===== src/rtl/mpa_addsub_stream.sv =====
// Streaming multi-precision add/subtract unit.
// Two operands are picked from G_NUM_SRC limb sources and combined limb by limb, LSB first.
// Operands may differ in length. The result is max(lenA,lenB)+1 limbs long, and its final
// limb carries the carry (add) or the sign extension (subtract). Results drain through a
// small output FIFO that honours backpressure.

module mpa_addsub_stream #(
   parameter int unsigned G_DATA_WIDTH = 64,
   parameter int unsigned G_CTRL_WIDTH = 8,
   parameter int unsigned G_ID         = 3,
   parameter int unsigned G_NUM_SRC    = 13,
   parameter int unsigned G_MAX_LIMBS  = 512,
   parameter int unsigned G_OUT_DEPTH  = 4
) (
   input  logic                                r_clk,
   input  logic                                r_rst,
   input  logic [G_CTRL_WIDTH-1:0]             pi_ctrl_ch_A,
   input  logic [G_CTRL_WIDTH-1:0]             pi_ctrl_ch_B,
   input  logic                                pi_ctrl_valid_n,
   input  logic [G_NUM_SRC*G_DATA_WIDTH-1:0]   pi_data,
   input  logic                                pi_data_wr_en,
   input  logic                                pi_last_A,
   input  logic                                pi_last_B,
   input  logic                                pi_out_ready,
   output logic                                po_in_ready,
   output logic [G_DATA_WIDTH-1:0]             po_data,
   output logic                                po_data_wr_en,
   output logic                                po_data_last,
   output logic [1:0]                          po_data_zero,
   output logic                                po_data_all_ones,
   output logic                                po_flags_valid,
   output logic                                po_cmd_err,
   output logic                                po_overflow,
   output logic                                po_busy
);

   localparam int unsigned DW     = G_DATA_WIDTH;
   localparam int unsigned CNT_W  = $clog2(G_OUT_DEPTH + 1);
   localparam int unsigned FILL_W = CNT_W + 1;
   localparam int unsigned PTR_W  = (G_OUT_DEPTH > 1) ? $clog2(G_OUT_DEPTH) : 1;
   localparam int unsigned LIMB_W = $clog2(G_MAX_LIMBS + 1);

   localparam logic [FILL_W-1:0] FILL_MAX = FILL_W'(G_OUT_DEPTH - 2);
   localparam logic [LIMB_W-1:0] LIMB_MAX = LIMB_W'(G_MAX_LIMBS);
   localparam logic [PTR_W-1:0]  PTR_LAST = PTR_W'(G_OUT_DEPTH - 1);

   typedef enum logic [2:0] {StIdle, StCtrl2, StRun, StTail, StFlags} state_t;
   typedef enum logic [1:0] {OpAdd, OpSub, OpRsub, OpAdd1} op_t;

   // Control / datapath state
   state_t                  state_q;
   op_t                     op_q;
   logic [G_CTRL_WIDTH-1:0] src_a_q;
   logic [G_CTRL_WIDTH-1:0] src_b_q;
   logic                    seen_a_q;
   logic                    seen_b_q;
   logic                    carry_q;
   logic [LIMB_W-1:0]       limb_cnt_q;
   logic                    main_zero_q;
   logic                    main_ones_q;
   logic                    pipe_vld_q;
   logic                    pipe_last_q;
   logic [DW-1:0]           pipe_data_q;
   logic                    cmd_err_q;
   logic                    overflow_q;
   logic                    flags_vld_q;
   logic [1:0]              zero_q;
   logic                    ones_q;

   // Output FIFO
   logic [DW:0]             mem_q [G_OUT_DEPTH];
   logic [PTR_W-1:0]        wr_ptr_q;
   logic [PTR_W-1:0]        rd_ptr_q;
   logic [CNT_W-1:0]        fifo_cnt_q;

   logic                    id_hit;
   logic                    is_sub;
   logic [DW-1:0]           limb_a;
   logic [DW-1:0]           limb_b;
   logic [DW-1:0]           opd_a;
   logic [DW-1:0]           opd_b;
   logic [DW-1:0]           opx;
   logic [DW-1:0]           opy;
   logic [DW:0]             sum;
   logic [DW-1:0]           ext_limb;
   logic                    ext_zero;
   logic                    done_a;
   logic                    done_b;
   logic [FILL_W-1:0]       fill;
   logic                    in_ready;
   logic                    beat_ok;
   logic                    beat_drop;
   logic                    ctrl_bad;
   logic [LIMB_W-1:0]       limb_cnt_nxt;
   logic                    fifo_empty;
   logic                    push;
   logic                    pop;
   logic [PTR_W-1:0]        wr_ptr_nxt;
   logic [PTR_W-1:0]        rd_ptr_nxt;

   assign id_hit = !pi_ctrl_valid_n && (pi_ctrl_ch_A[5:0] == 6'(G_ID));
   assign is_sub = (op_q == OpSub) || (op_q == OpRsub);

   // Source multiplexers for the latched A and B indices
   always_comb begin
      limb_a = '0;
      limb_b = '0;
      for (int k = 0; k < G_NUM_SRC; k++) begin
         if (src_a_q == G_CTRL_WIDTH'(k)) limb_a = pi_data[k*DW +: DW];
         if (src_b_q == G_CTRL_WIDTH'(k)) limb_b = pi_data[k*DW +: DW];
      end
   end

   // Operand shaping: exhausted operands read as zero, subtrahend is inverted
   always_comb begin
      opd_a = seen_a_q ? '0 : limb_a;
      opd_b = seen_b_q ? '0 : limb_b;
      opx   = opd_a;
      opy   = opd_b;
      unique case (op_q)
         OpAdd, OpAdd1: begin
            opx = opd_a;
            opy = opd_b;
         end
         OpSub: begin
            opx = opd_a;
            opy = ~opd_b;
         end
         OpRsub: begin
            opx = opd_b;
            opy = ~opd_a;
         end
         default: ;
      endcase
   end

   assign sum = {1'b0, opx} + {1'b0, opy} + {{DW{1'b0}}, carry_q};

   // Extension limb: carry for add, sign (borrow = no carry out) for subtract
   assign ext_limb = is_sub ? {DW{~carry_q}} : {{(DW-1){1'b0}}, carry_q};
   assign ext_zero = is_sub ? carry_q : ~carry_q;

   assign done_a = seen_a_q | pi_last_A;
   assign done_b = seen_b_q | pi_last_B;

   // Occupancy includes the limb sitting in the push stage, so the TAIL push always finds room
   assign fill      = FILL_W'(fifo_cnt_q) + FILL_W'(pipe_vld_q);
   assign in_ready  = (state_q == StRun) && (fill <= FILL_MAX);
   assign beat_ok   = pi_data_wr_en && in_ready;
   assign beat_drop = (state_q == StRun) && pi_data_wr_en && !in_ready;
   assign ctrl_bad  = pi_ctrl_valid_n ||
                      (32'(pi_ctrl_ch_A) >= G_NUM_SRC) ||
                      (32'(pi_ctrl_ch_B) >= G_NUM_SRC);
   assign limb_cnt_nxt = limb_cnt_q + LIMB_W'(1);

   // Command FSM and limb datapath
   always_ff @(posedge r_clk) begin
      if (r_rst) begin
         state_q     <= StIdle;
         op_q        <= OpAdd;
         src_a_q     <= '0;
         src_b_q     <= '0;
         seen_a_q    <= 1'b0;
         seen_b_q    <= 1'b0;
         carry_q     <= 1'b0;
         limb_cnt_q  <= '0;
         main_zero_q <= 1'b0;
         main_ones_q <= 1'b0;
         pipe_vld_q  <= 1'b0;
         pipe_last_q <= 1'b0;
         pipe_data_q <= '0;
         cmd_err_q   <= 1'b0;
         overflow_q  <= 1'b0;
         flags_vld_q <= 1'b0;
         zero_q      <= 2'b00;
         ones_q      <= 1'b0;
      end else begin
         cmd_err_q   <= 1'b0;
         flags_vld_q <= 1'b0;
         pipe_vld_q  <= 1'b0;
         if (beat_drop) overflow_q <= 1'b1;
         unique case (state_q)
            StIdle: begin
               if (id_hit) begin
                  op_q    <= op_t'(pi_ctrl_ch_A[7:6]);
                  state_q <= StCtrl2;
               end
            end
            StCtrl2: begin
               if (ctrl_bad) begin
                  cmd_err_q <= 1'b1;
                  state_q   <= StIdle;
               end else begin
                  src_a_q     <= pi_ctrl_ch_A;
                  src_b_q     <= pi_ctrl_ch_B;
                  overflow_q  <= 1'b0;
                  carry_q     <= (op_q != OpAdd);
                  seen_a_q    <= 1'b0;
                  seen_b_q    <= 1'b0;
                  limb_cnt_q  <= '0;
                  main_zero_q <= 1'b1;
                  main_ones_q <= 1'b1;
                  state_q     <= StRun;
               end
            end
            StRun: begin
               if (id_hit) cmd_err_q <= 1'b1;
               if (beat_ok) begin
                  pipe_vld_q  <= 1'b1;
                  pipe_last_q <= 1'b0;
                  pipe_data_q <= sum[DW-1:0];
                  carry_q     <= sum[DW];
                  seen_a_q    <= done_a;
                  seen_b_q    <= done_b;
                  limb_cnt_q  <= limb_cnt_nxt;
                  main_zero_q <= main_zero_q & (sum[DW-1:0] == '0);
                  main_ones_q <= main_ones_q & (&sum[DW-1:0]);
                  if (done_a && done_b) begin
                     state_q <= StTail;
                  end else if (limb_cnt_nxt == LIMB_MAX) begin
                     cmd_err_q <= 1'b1;
                     state_q   <= StTail;
                  end
               end
            end
            StTail: begin
               if (id_hit) cmd_err_q <= 1'b1;
               pipe_vld_q  <= 1'b1;
               pipe_last_q <= 1'b1;
               pipe_data_q <= ext_limb;
               zero_q      <= {is_sub & ~carry_q, main_zero_q & ext_zero};
               ones_q      <= main_ones_q;
               flags_vld_q <= 1'b1;
               state_q     <= StFlags;
            end
            StFlags: begin
               if (id_hit) cmd_err_q <= 1'b1;
               state_q <= StIdle;
            end
            default: state_q <= StIdle;
         endcase
      end
   end

   assign fifo_empty = (fifo_cnt_q == '0);
   assign push       = pipe_vld_q;
   assign pop        = !fifo_empty && pi_out_ready;
   assign wr_ptr_nxt = (wr_ptr_q == PTR_LAST) ? '0 : wr_ptr_q + PTR_W'(1);
   assign rd_ptr_nxt = (rd_ptr_q == PTR_LAST) ? '0 : rd_ptr_q + PTR_W'(1);

   // FIFO pointers and occupancy
   always_ff @(posedge r_clk) begin
      if (r_rst) begin
         wr_ptr_q   <= '0;
         rd_ptr_q   <= '0;
         fifo_cnt_q <= '0;
      end else begin
         if (push) wr_ptr_q <= wr_ptr_nxt;
         if (pop)  rd_ptr_q <= rd_ptr_nxt;
         if (push && !pop)      fifo_cnt_q <= fifo_cnt_q + CNT_W'(1);
         else if (!push && pop) fifo_cnt_q <= fifo_cnt_q - CNT_W'(1);
      end
   end

   // FIFO storage; contents are only visible through the non-empty gate below
   always_ff @(posedge r_clk) begin
      if (push) mem_q[wr_ptr_q] <= {pipe_last_q, pipe_data_q};
   end

   assign po_in_ready      = in_ready;
   assign po_data_wr_en    = !fifo_empty;
   assign po_data          = fifo_empty ? '0 : mem_q[rd_ptr_q][DW-1:0];
   assign po_data_last     = !fifo_empty && mem_q[rd_ptr_q][DW];
   assign po_data_zero     = zero_q;
   assign po_data_all_ones = ones_q;
   assign po_flags_valid   = flags_vld_q;
   assign po_cmd_err       = cmd_err_q;
   assign po_overflow      = overflow_q;
   assign po_busy          = (state_q != StIdle);

endmodule

===== config.mk =====
export PLATFORM = sky130hd
export DESIGN_NAME = mpa_addsub_stream
export DESIGN_NICKNAME = d
export VERILOG_FILES = /design/src/rtl/mpa_addsub_stream.sv
export SDC_FILE = /design/constraint.sdc
export NUM_CORES = 2
export LEC_CHECK = 0
export CORE_AREA = 2 2 358 360
export DETAILED_ROUTE_END_ITERATION = 7
export DIE_AREA = 0 0 360 362
export SYNTH_ARGS = -nofsm -noshare
export SYNTH_HDL_FRONTEND = slang
export SYNTH_SLANG_ARGS = --single-unit

===== constraint.sdc =====
create_clock -name r_clk -period 14.16 [get_ports r_clk]
set_input_delay 2.832 -clock r_clk [delete_from_list [all_inputs] [get_ports r_clk]]
set_output_delay 2.832 -clock r_clk [all_outputs]
set_load 0.05 [all_outputs]

### After elaboration in Yosys (flattened, before gate mapping)

Memory sizes are Yosys's and may differ from the RTL's. A register that Yosys moved wholly into a read port is not among the register bits.
Cells that the tools add are included.

| word-level totals | value |
|---|---|
| bits of input ports | 855 |
| bits in latches | 0 |
| memories | 1 |
| bits in writable memories | 260 |
| register bits | 115 |
| memory bits (read-only) | 0 |

| operators by class | value |
|---|---|
| reduce and logical (&&, ||, !) cells | 38 |
| divide/modulo/power cells | 0 |
| add/sub/neg operators | 8 |
| bitwise logic cells | 10 |
| equality and inequality tests | 39 |
| order comparisons | 3 |
| multiply operators | 0 |
| shift operators | 0 |
| muxes and demuxes | 79 |

Memory list:

| name | words | width | read ports | clocked after memory_dff | wr ports | line | RTL |
|---|---|---|---|---|---|---|---|
| mem_q | 4 | 65 | 1 | 1 | 1 | 71 | `logic [DW:0] mem_q [G_OUT_DEPTH];` |

Operators with widths:

| operator | count |
|---|---|
| 64-bit 2-to-1 mux | 31 |
| 64-bit one-hot mux with 2 select lines | 2 |
| 64-bit one-hot mux with 3 select lines | 1 |
| 64-bit inverter | 2 |
| 8-bit by 4-bit == test with 1-bit output (second input constant) | 10 |
| 64-bit by 64-bit adder with 65-bit output | 1 |
| 65-bit by 1-bit adder with 65-bit output | 1 |
| 8-bit by 3-bit == test with 1-bit output (second input constant) | 8 |
| 64-bit logical NOT | 1 |
| 64-bit AND reduction | 1 |
| 8-bit by 2-bit == test with 1-bit output (second input constant) | 4 |
| 1-bit 2-to-1 mux | 22 |
| 10-bit 2-to-1 mux | 2 |
| 10-bit one-hot mux with 2 select lines | 1 |
| 3-bit 2-to-1 mux | 6 |
| 8-bit by 1-bit == test with 1-bit output (second input constant) | 2 |
| 8-bit by 4-bit greater-or-equal comparator with 1-bit output (second input constant) | 2 |
| 8-bit logical NOT | 2 |
| 1-bit one-hot mux with 2 select lines | 7 |
| 3-bit one-hot mux with 4 select lines | 1 |
| 10-bit by 1-bit adder with 10-bit output (second input constant) | 1 |
| 10-bit == test (second input constant) | 1 |
| 1-bit logical AND | 10 |
| 2-bit 2-to-1 mux | 5 |
| 27 further kinds | 53 |

### Depth between registers and ports, before layout

| logic depth | value |
|---|---|
| depth after elaboration | 23 |
| depth in mapped cells | 28 |
| depth with buffers taken out | 25 |

### Least setup slack after synthesis

OpenSTA, ideal clock, no wires.

| path | value |
|---|---|
| path type | input -> register |
| start | input port pi_data[192] |
| end | register main_ones_q |
| path buffers | 0 |
| stages on the path | 22 |
| slack | 6.536 ns |
| library setup time | 0.059 ns |
| required time | 14.101 ns |
| arrival | 7.565 ns |
| cell sequence | mux4_2 a22oi_1 nand4_1 a222oi_1 or2_2 a221oi_1 a21oi_1 fa_1 inv_1 fa_1 nand2b_1 a21o_2 a21o_1 o211ai_2 a21oi_1 xnor2_1 nand2_1 or4_2 nor3_2 nand4_1 or4_1 nand2_1 |

| between the ends | value |
|---|---|
| longest elaborated chain between the ends | 19 |
| elaborated cells between the ends (all ways) | 32 |
| those cells by class | 2 x add/sub; 26 x mux; 3 x bitwise; 1 x reduce/logical |

RTL lines:

| item | line | RTL |
|---|---|---|
| start: declaration | 20 | `input logic [G_NUM_SRC*G_DATA_WIDTH-1:0] pi_data,` |
| 64-bit 2-to-1 mux (on tied branches) (10 in a row) | 109, 110 |  |
| 64-bit 2-to-1 mux (on tied branches) | 116, 117 |  |
| 64-bit inverter (on tied branches) | 131, 127 |  |
| 64-bit one-hot mux with 3 select lines | 120 | `unique case (op_q)` |
| 64-bit by 64-bit adder with 65-bit output (*) | 137 | `assign sum = {1'b0, opx} + {1'b0, opy} + {{DW{1'b0}}, carry_q};` |
| 65-bit by 1-bit adder with 65-bit output (*) | 137 |  |
| 64-bit AND reduction (*) | 217 | `main_ones_q <= main_ones_q & (&sum[DW-1:0]);` |
| 1-bit AND (*) | 217 |  |
| 1-bit 2-to-1 mux (*) | 208 | `if (beat_ok) begin` |
| 1-bit one-hot mux with 2 select lines (*) | 182 | `unique case (state_q)` |
| end signal: assignment | 217 |  |
| end: declaration | 60 | `logic main_ones_q;` |

Every way passes the cells marked *; elsewhere a longest branch is shown, timed or not. The select of a mux whose other input is x is not followed.
A chain may end at the register's enable or synchronous reset.

### Worst setup path in the final report

| path | value |
|---|---|
| start | register src_b_q[7] |
| end | register main_zero_q |

| between the ends | value |
|---|---|
| longest elaborated chain between the ends | 23 |
| elaborated cells between the ends (all ways) | 36 |
| those cells by class | 2 x add/sub; 12 x eq/ne; 18 x mux; 2 x bitwise; 2 x reduce/logical |

RTL lines:

| item | line | RTL |
|---|---|---|
| start: declaration | 54 | `logic [G_CTRL_WIDTH-1:0] src_b_q;` |
| start signal: assignment | 195 | `src_b_q <= pi_ctrl_ch_B;` |
| 8-bit logical NOT | 110 | `if (src_b_q == G_CTRL_WIDTH'(k)) limb_b = pi_data[k*DW +: DW];` |
| 64-bit 2-to-1 mux (12 in a row) | 110 |  |
| 64-bit 2-to-1 mux (*) | 110 |  |
| 64-bit 2-to-1 mux (*) | 117 | `opd_b = seen_b_q ? '0 : limb_b;` |
| 64-bit inverter | 127 | `opy = ~opd_b;` |
| 64-bit one-hot mux with 3 select lines | 120 |  |
| 64-bit by 64-bit adder with 65-bit output (*) | 137 |  |
| 65-bit by 1-bit adder with 65-bit output (*) | 137 |  |
| 64-bit logical NOT (*) | 216 | `main_zero_q <= main_zero_q & (sum[DW-1:0] == '0);` |
| 1-bit AND (*) | 216 |  |
| 1-bit 2-to-1 mux (*) | 208 |  |
| 1-bit one-hot mux with 2 select lines (*) | 182 |  |
| end signal: assignment | 216 |  |
| end: declaration | 59 | `logic main_zero_q;` |

Marks and branches as above.

==> impl_metrics.prom <==
# TYPE chip_impl_metric gauge
chip_impl_metric{name="routability_congestion_estimate_from_global_placement",unit=""} 1.05
chip_impl_metric{name="share_clk_of_total_power",unit="%"} 26.5
chip_impl_metric{name="postCtsSetupBuffers",unit=""} 0
chip_impl_metric{name="power_density",unit="nW/µm²"} 84.3
chip_impl_metric{name="netlist_instances",unit=""} 3677
chip_impl_metric{name="detailed_routing_iteration_count_for_the_pre_antenna_repair_pass",unit=""} 8
chip_impl_metric{name="cts-htree-levels",unit=""} 2
chip_impl_metric{name="tritoncts_num_sinks",unit=""} 377
chip_impl_metric{name="multi_input_area",unit="µm²"} 21600
chip_impl_metric{name="ant_nets",unit=""} 0
chip_impl_metric{name="post_route_cells_drive_above_1_share",unit="%"} 11.5
chip_impl_metric{name="setup_viol",unit=""} 0
chip_impl_metric{name="synthesis.area_per_instance",unit="µm²"} 9.08
chip_impl_info{name="synth_top_area_cell",value="edfxtp_1"} 1
chip_impl_metric{name="leakage",unit="µW"} 0.0153
chip_impl_info{name="min_from",value="src_b_q[6]$_SDFFE_PP0P_"} 1
chip_impl_metric{name="r2r_setup_slack",unit="ns"} 4.63
chip_impl_metric{name="worst-r2r-cell-count",unit=""} 27
chip_impl_info{name="synth_top_cells_by_count",value="nand2_1 (381), a21oi_1 (323), o21ai_0 (293), clkbuf_1 (279), edfxtp_1 (260)"} 1
chip_impl_metric{name="p_sw",unit="µW"} 1420
chip_impl_metric{name="start_util",unit="%"} 26.4
chip_impl_info{name="clock-root-buffer",value="clkbuf_16"} 1
chip_impl_metric{name="seq_area",unit="µm²"} 10200
chip_impl_metric{name="synth.cell_area",unit="µm²"} 33400
chip_impl_metric{name="post-synth-top-area-fraction",unit="%"} 23.4
chip_impl_metric{name="areaGrowthSynthToFinish",unit="%"} 37.0
chip_impl_metric{name="worstPathRequired",unit="ns"} 14.65
chip_impl_metric{name="clock_insertion_delay_at_the_later_pin_of_the_skew_report",unit="ns"} 0.57
chip_impl_metric{name="first_pass_grt_wire_length",unit="mm"} 324
chip_impl_info{name="criticalPathCategory",value="reg -> reg"} 1
chip_impl_metric{name="fill_cells",unit=""} 13000
chip_impl_info{name="destination_of_the_worst_hold_path",value="src_b_q[6]$_SDFFE_PP0P_"} 1
chip_impl_metric{name="clk_transition_reported_paths",unit="ns"} 0.06
chip_impl_metric{name="timing.final.crit_share",unit="%"} 67.3
chip_impl_info{name="postSynth.topFlopCell",value="edfxtp_1"} 1
chip_impl_metric{name="grt_start_max_net_pins",unit=""} 98
chip_impl_metric{name="rows",unit=""} 131
chip_impl_info{name="hold_path_class",value="reg -> reg"} 1
chip_impl_metric{name="coreArea",unit="µm²"} 127000
chip_impl_metric{name="routed-via-count",unit=""} 38900
chip_impl_metric{name="synth_seq_cells",unit=""} 377
chip_impl_metric{name="post_synthesis_async_set_or_reset_flop_share",unit="%"} 0
chip_impl_metric{name="power",unit="µW"} 3860
chip_impl_metric{name="cp.arrival",unit="ns"} 10.02
chip_impl_metric{name="timing.max_slew.rel_slack",unit="%"} 20.9
chip_impl_metric{name="timing.final.hold_violations",unit=""} 0
chip_impl_info{name="gr-max-usage-layer",value="met2"} 1
chip_impl_metric{name="power.share.sequential",unit="%"} 31.3
chip_impl_metric{name="fin_worst_skew",unit="ns"} 0.0361
chip_impl_metric{name="yosysWarnings",unit=""} 0
chip_impl_metric{name="met1_demand_to_capacity_share_in_global_routing",unit="%"} 47.1
chip_impl_metric{name="first_iter_violations",unit=""} 6061
chip_impl_info{name="violations",value="design-rule violations"} 1
chip_impl_metric{name="critical_path_fanouts_max",unit=""} 35
chip_impl_metric{name="ys_seq_area_share",unit="%"} 30.4
chip_impl_metric{name="nets",unit=""} 5312
chip_impl_metric{name="port-buffer-count",unit=""} 928
chip_impl_metric{name="grt_use_met2",unit="%"} 53.5
chip_impl_info{name="start_kind",value="register"} 1
chip_impl_metric{name="power.share.combinational",unit="%"} 42.2
chip_impl_info{name="rsz0062_at_grt",value="no"} 1
chip_impl_info{name="regToRegStartpoint",value="src_b_q[7]$_SDFFE_PP0P_"} 1
chip_impl_metric{name="power_report.internal_total",unit="µW"} 2430
chip_impl_metric{name="remaining_drc_errors",unit=""} 8
chip_impl_metric{name="mappedNetlistNets",unit=""} 4611
chip_impl_metric{name="power.switching_fraction",unit="%"} 36.9
chip_impl_info{name="synth_most_common_cell",value="nand2_1"} 1
chip_impl_metric{name="timing.hold.worst_path_depth",unit=""} 1
chip_impl_metric{name="post-route-min-period",unit="ns"} 9.53
chip_impl_info{name="status",value="finished, violations left"} 1
chip_impl_metric{name="number_of_enable_type_register_cells_in_the_synthesized_netlist",unit=""} 260
chip_impl_metric{name="timing.setup.tns",unit="ns"} 0
chip_impl_metric{name="via_count_of_the_first_global_routing_pass",unit=""} 35900
chip_impl_metric{name="fmax",unit="MHz"} 105
chip_impl_metric{name="cts-root-to-sink-buffers",unit=""} 3
chip_impl_info{name="cts_tree",value="built"} 1
chip_impl_metric{name="count_of_boundary_i_o_pins",unit=""} 929
chip_impl_metric{name="cts_inserted_buffers",unit=""} 40
chip_impl_metric{name="max_cap_viol_count",unit=""} 0
chip_impl_metric{name="die_area",unit="µm²"} 130000
chip_impl_metric{name="report.final.slew_viol_count",unit=""} 0
chip_impl_metric{name="holdBufCountCts",unit=""} 0
chip_impl_metric{name="final_core_utilization",unit="%"} 36.1
chip_impl_metric{name="chipHeight",unit="µm"} 362
chip_impl_metric{name="grt_use_met3",unit="%"} 11.3
chip_impl_metric{name="detail_route.wl_per_cell",unit="µm"} 39.8
chip_impl_info{name="synth.area.top_cells",value="edfxtp_1 (23%), mux4_2 (14%), dfxtp_1 (7.0%)"} 1
chip_impl_metric{name="total_half_perimeter_wirelength_after_legalization_and_detailed_placement",unit="mm"} 199
chip_impl_metric{name="synth.lib_cells_used.distinct",unit=""} 93
chip_impl_metric{name="vdd.ir_drop.worst",unit="V"} 0.0000948
chip_impl_metric{name="global_route.usage.total",unit="%"} 36.1
chip_impl_metric{name="route.detailed.vias_per_inst",unit=""} 6.27
chip_impl_metric{name="max_slew.worst_pin.slew",unit="ns"} 1.17
chip_impl_metric{name="floorplan.die.width",unit="µm"} 360
chip_impl_metric{name="antenna_found_initial",unit=""} 191
chip_impl_metric{name="total_routed_wirelength",unit="mm"} 247
chip_impl_info{name="crit-reg2reg-capture",value="main_zero_q$_SDFFE_PP0P_"} 1
chip_impl_metric{name="cts.repair.resized",unit=""} 0
chip_impl_info{name="crit_end_category",value="register"} 1
chip_impl_metric{name="overflow",unit=""} 0
## worst max-delay path: stages (launching register included)
cell and delay, ns:
dfxtp_1 0.31, or4_1 0.70, nor2_2 0.13, buf_4 0.35, nand2_1 0.46, nor2_4 0.52, buf_4 0.64, a22oi_1 0.20
a31oi_1 0.22, a21oi_1 0.08, a21oi_1 0.47, a221oi_1 0.18, or2_2 0.37, a221oi_1 0.24, a21oi_1 0.07, ha_1 0.54
a21oi_1 0.34, o21ai_0 0.31, or3_1 0.45, a211oi_1 0.31, a21oi_1 0.22, xnor2_1 0.49, nand4_1 0.19, or4_1 0.45
nor4_1 0.45, nand4b_1 0.13, nor4_1 0.25, a41o_1 0.21
## placed cells by master (no fill, tap or decap), drive strengths merged, types with 118 or more instances in the layout
| master | instances |
|---|---|
| a21oi | 323 |
| a22oi | 154 |
| clkdlybuf4s50 | 927 |
| diode | 134 |
| edfxtp | 260 |
| inv | 121 |
| mux2i | 118 |
| mux4 | 207 |
| nand2 | 382 |
| nor2 | 184 |
| o21ai | 296 |
## worst max path at each step
stage | start | slack [ns] | end | depth (start not counted)
after detailed placement | pi_data[192] | 4.63 | main_zero_q$_SDFFE_PP0P_ | 22
after global placement | pi_data[192] | 4.54 | main_zero_q$_SDFFE_PP0P_ | 22
after global routing | src_b_q[7]$_SDFFE_PP0P_ | 4.40 | main_zero_q$_SDFFE_PP0P_ | 27
after CTS | src_b_q[7]$_SDFFE_PP0P_ | 4.99 | main_zero_q$_SDFFE_PP0P_ | 27
after floorplan | pi_data[192] | 6.54 | main_ones_q$_SDFFE_PP0P_ | 22
final | src_b_q[7]$_SDFFE_PP0P_ | 4.63 | main_zero_q$_SDFFE_PP0P_ | 27
## power by group through the flow
| stage | combinational [µW] | clock [µW] | sequential [µW] |
|---|---|---|---|
| final | 1630 | 1020 | 1210 |
| after global routing | 1700 | 1070 | 1210 |
| after CTS | 1610 | 1030 | 1210 |
| after detailed placement | 1610 | 0 | 1230 |
| after global placement | 1610 | 0 | 1230 |
| after floorplan | 914 | 0 | 1200 |
## routing by layer
| layer | vias up | part of all wire (%) |
|---|---|---|
| met2 | 2731 | 43 |
| met3 | 520 | 12 |
| met5 | - | 0.19 |
| met1 | 19600 | 39 |
| met4 | 76 | 5.3 |
| li1 | 16000 | - |
## kinds of logic after synthesis
group	Yosys count	share of synthesized area (%)
AND/OR/NAND/NOR	1033	15.0
AO/OA/AOI/OAI	1316	26.2
adder cells (fa/ha/maj)	79	3.03
flip-flops	377	30.4
XOR/XNOR	57	1.49
multiplexers	353	18.4
buffers and inverters	462	5.49
## through the flow
stage          area, µm²  std cells  worst slack (ns)  hold WS, ns
6_report           45800       6206              4.63        0.459
5_1_grt            45600       6162              4.40        0.470
4_1_cts            45400       6072              4.99        0.455
3_5_place_dp       44200       5998              4.63        0.443
3_3_place_gp       44200       5998              4.54        0.433
2_1_floorplan      33400       3677              6.54        0.420
## flip-flops by register name, indices dropped and copies added, names as in the netlist, 2 cells and up, named ones only
register and flops:
rd_ptr_q 2, wr_ptr_q 2, op_q 2, src_b_q 8
src_a_q 8, limb_cnt_q 10, po_data_zero 2, pipe_data_q 64
fifo_cnt_q 3, mem_q 260, state_q 3
## layout make-up
cell class                      count  share of cell area (%)
Timing Repair Buffer             1005                    21.6
Sequential cell                   377                    22.2
Multi-Input combinational cell   2838                    47.2
Clock inverter                     16                   0.314
Tap cell                         1662                    4.54
Antenna cell                      134                   0.733
Clock buffer                       58                    2.45
Inverter                          116                   0.952
Note: power is estimated with default switching activity, not from simulation.
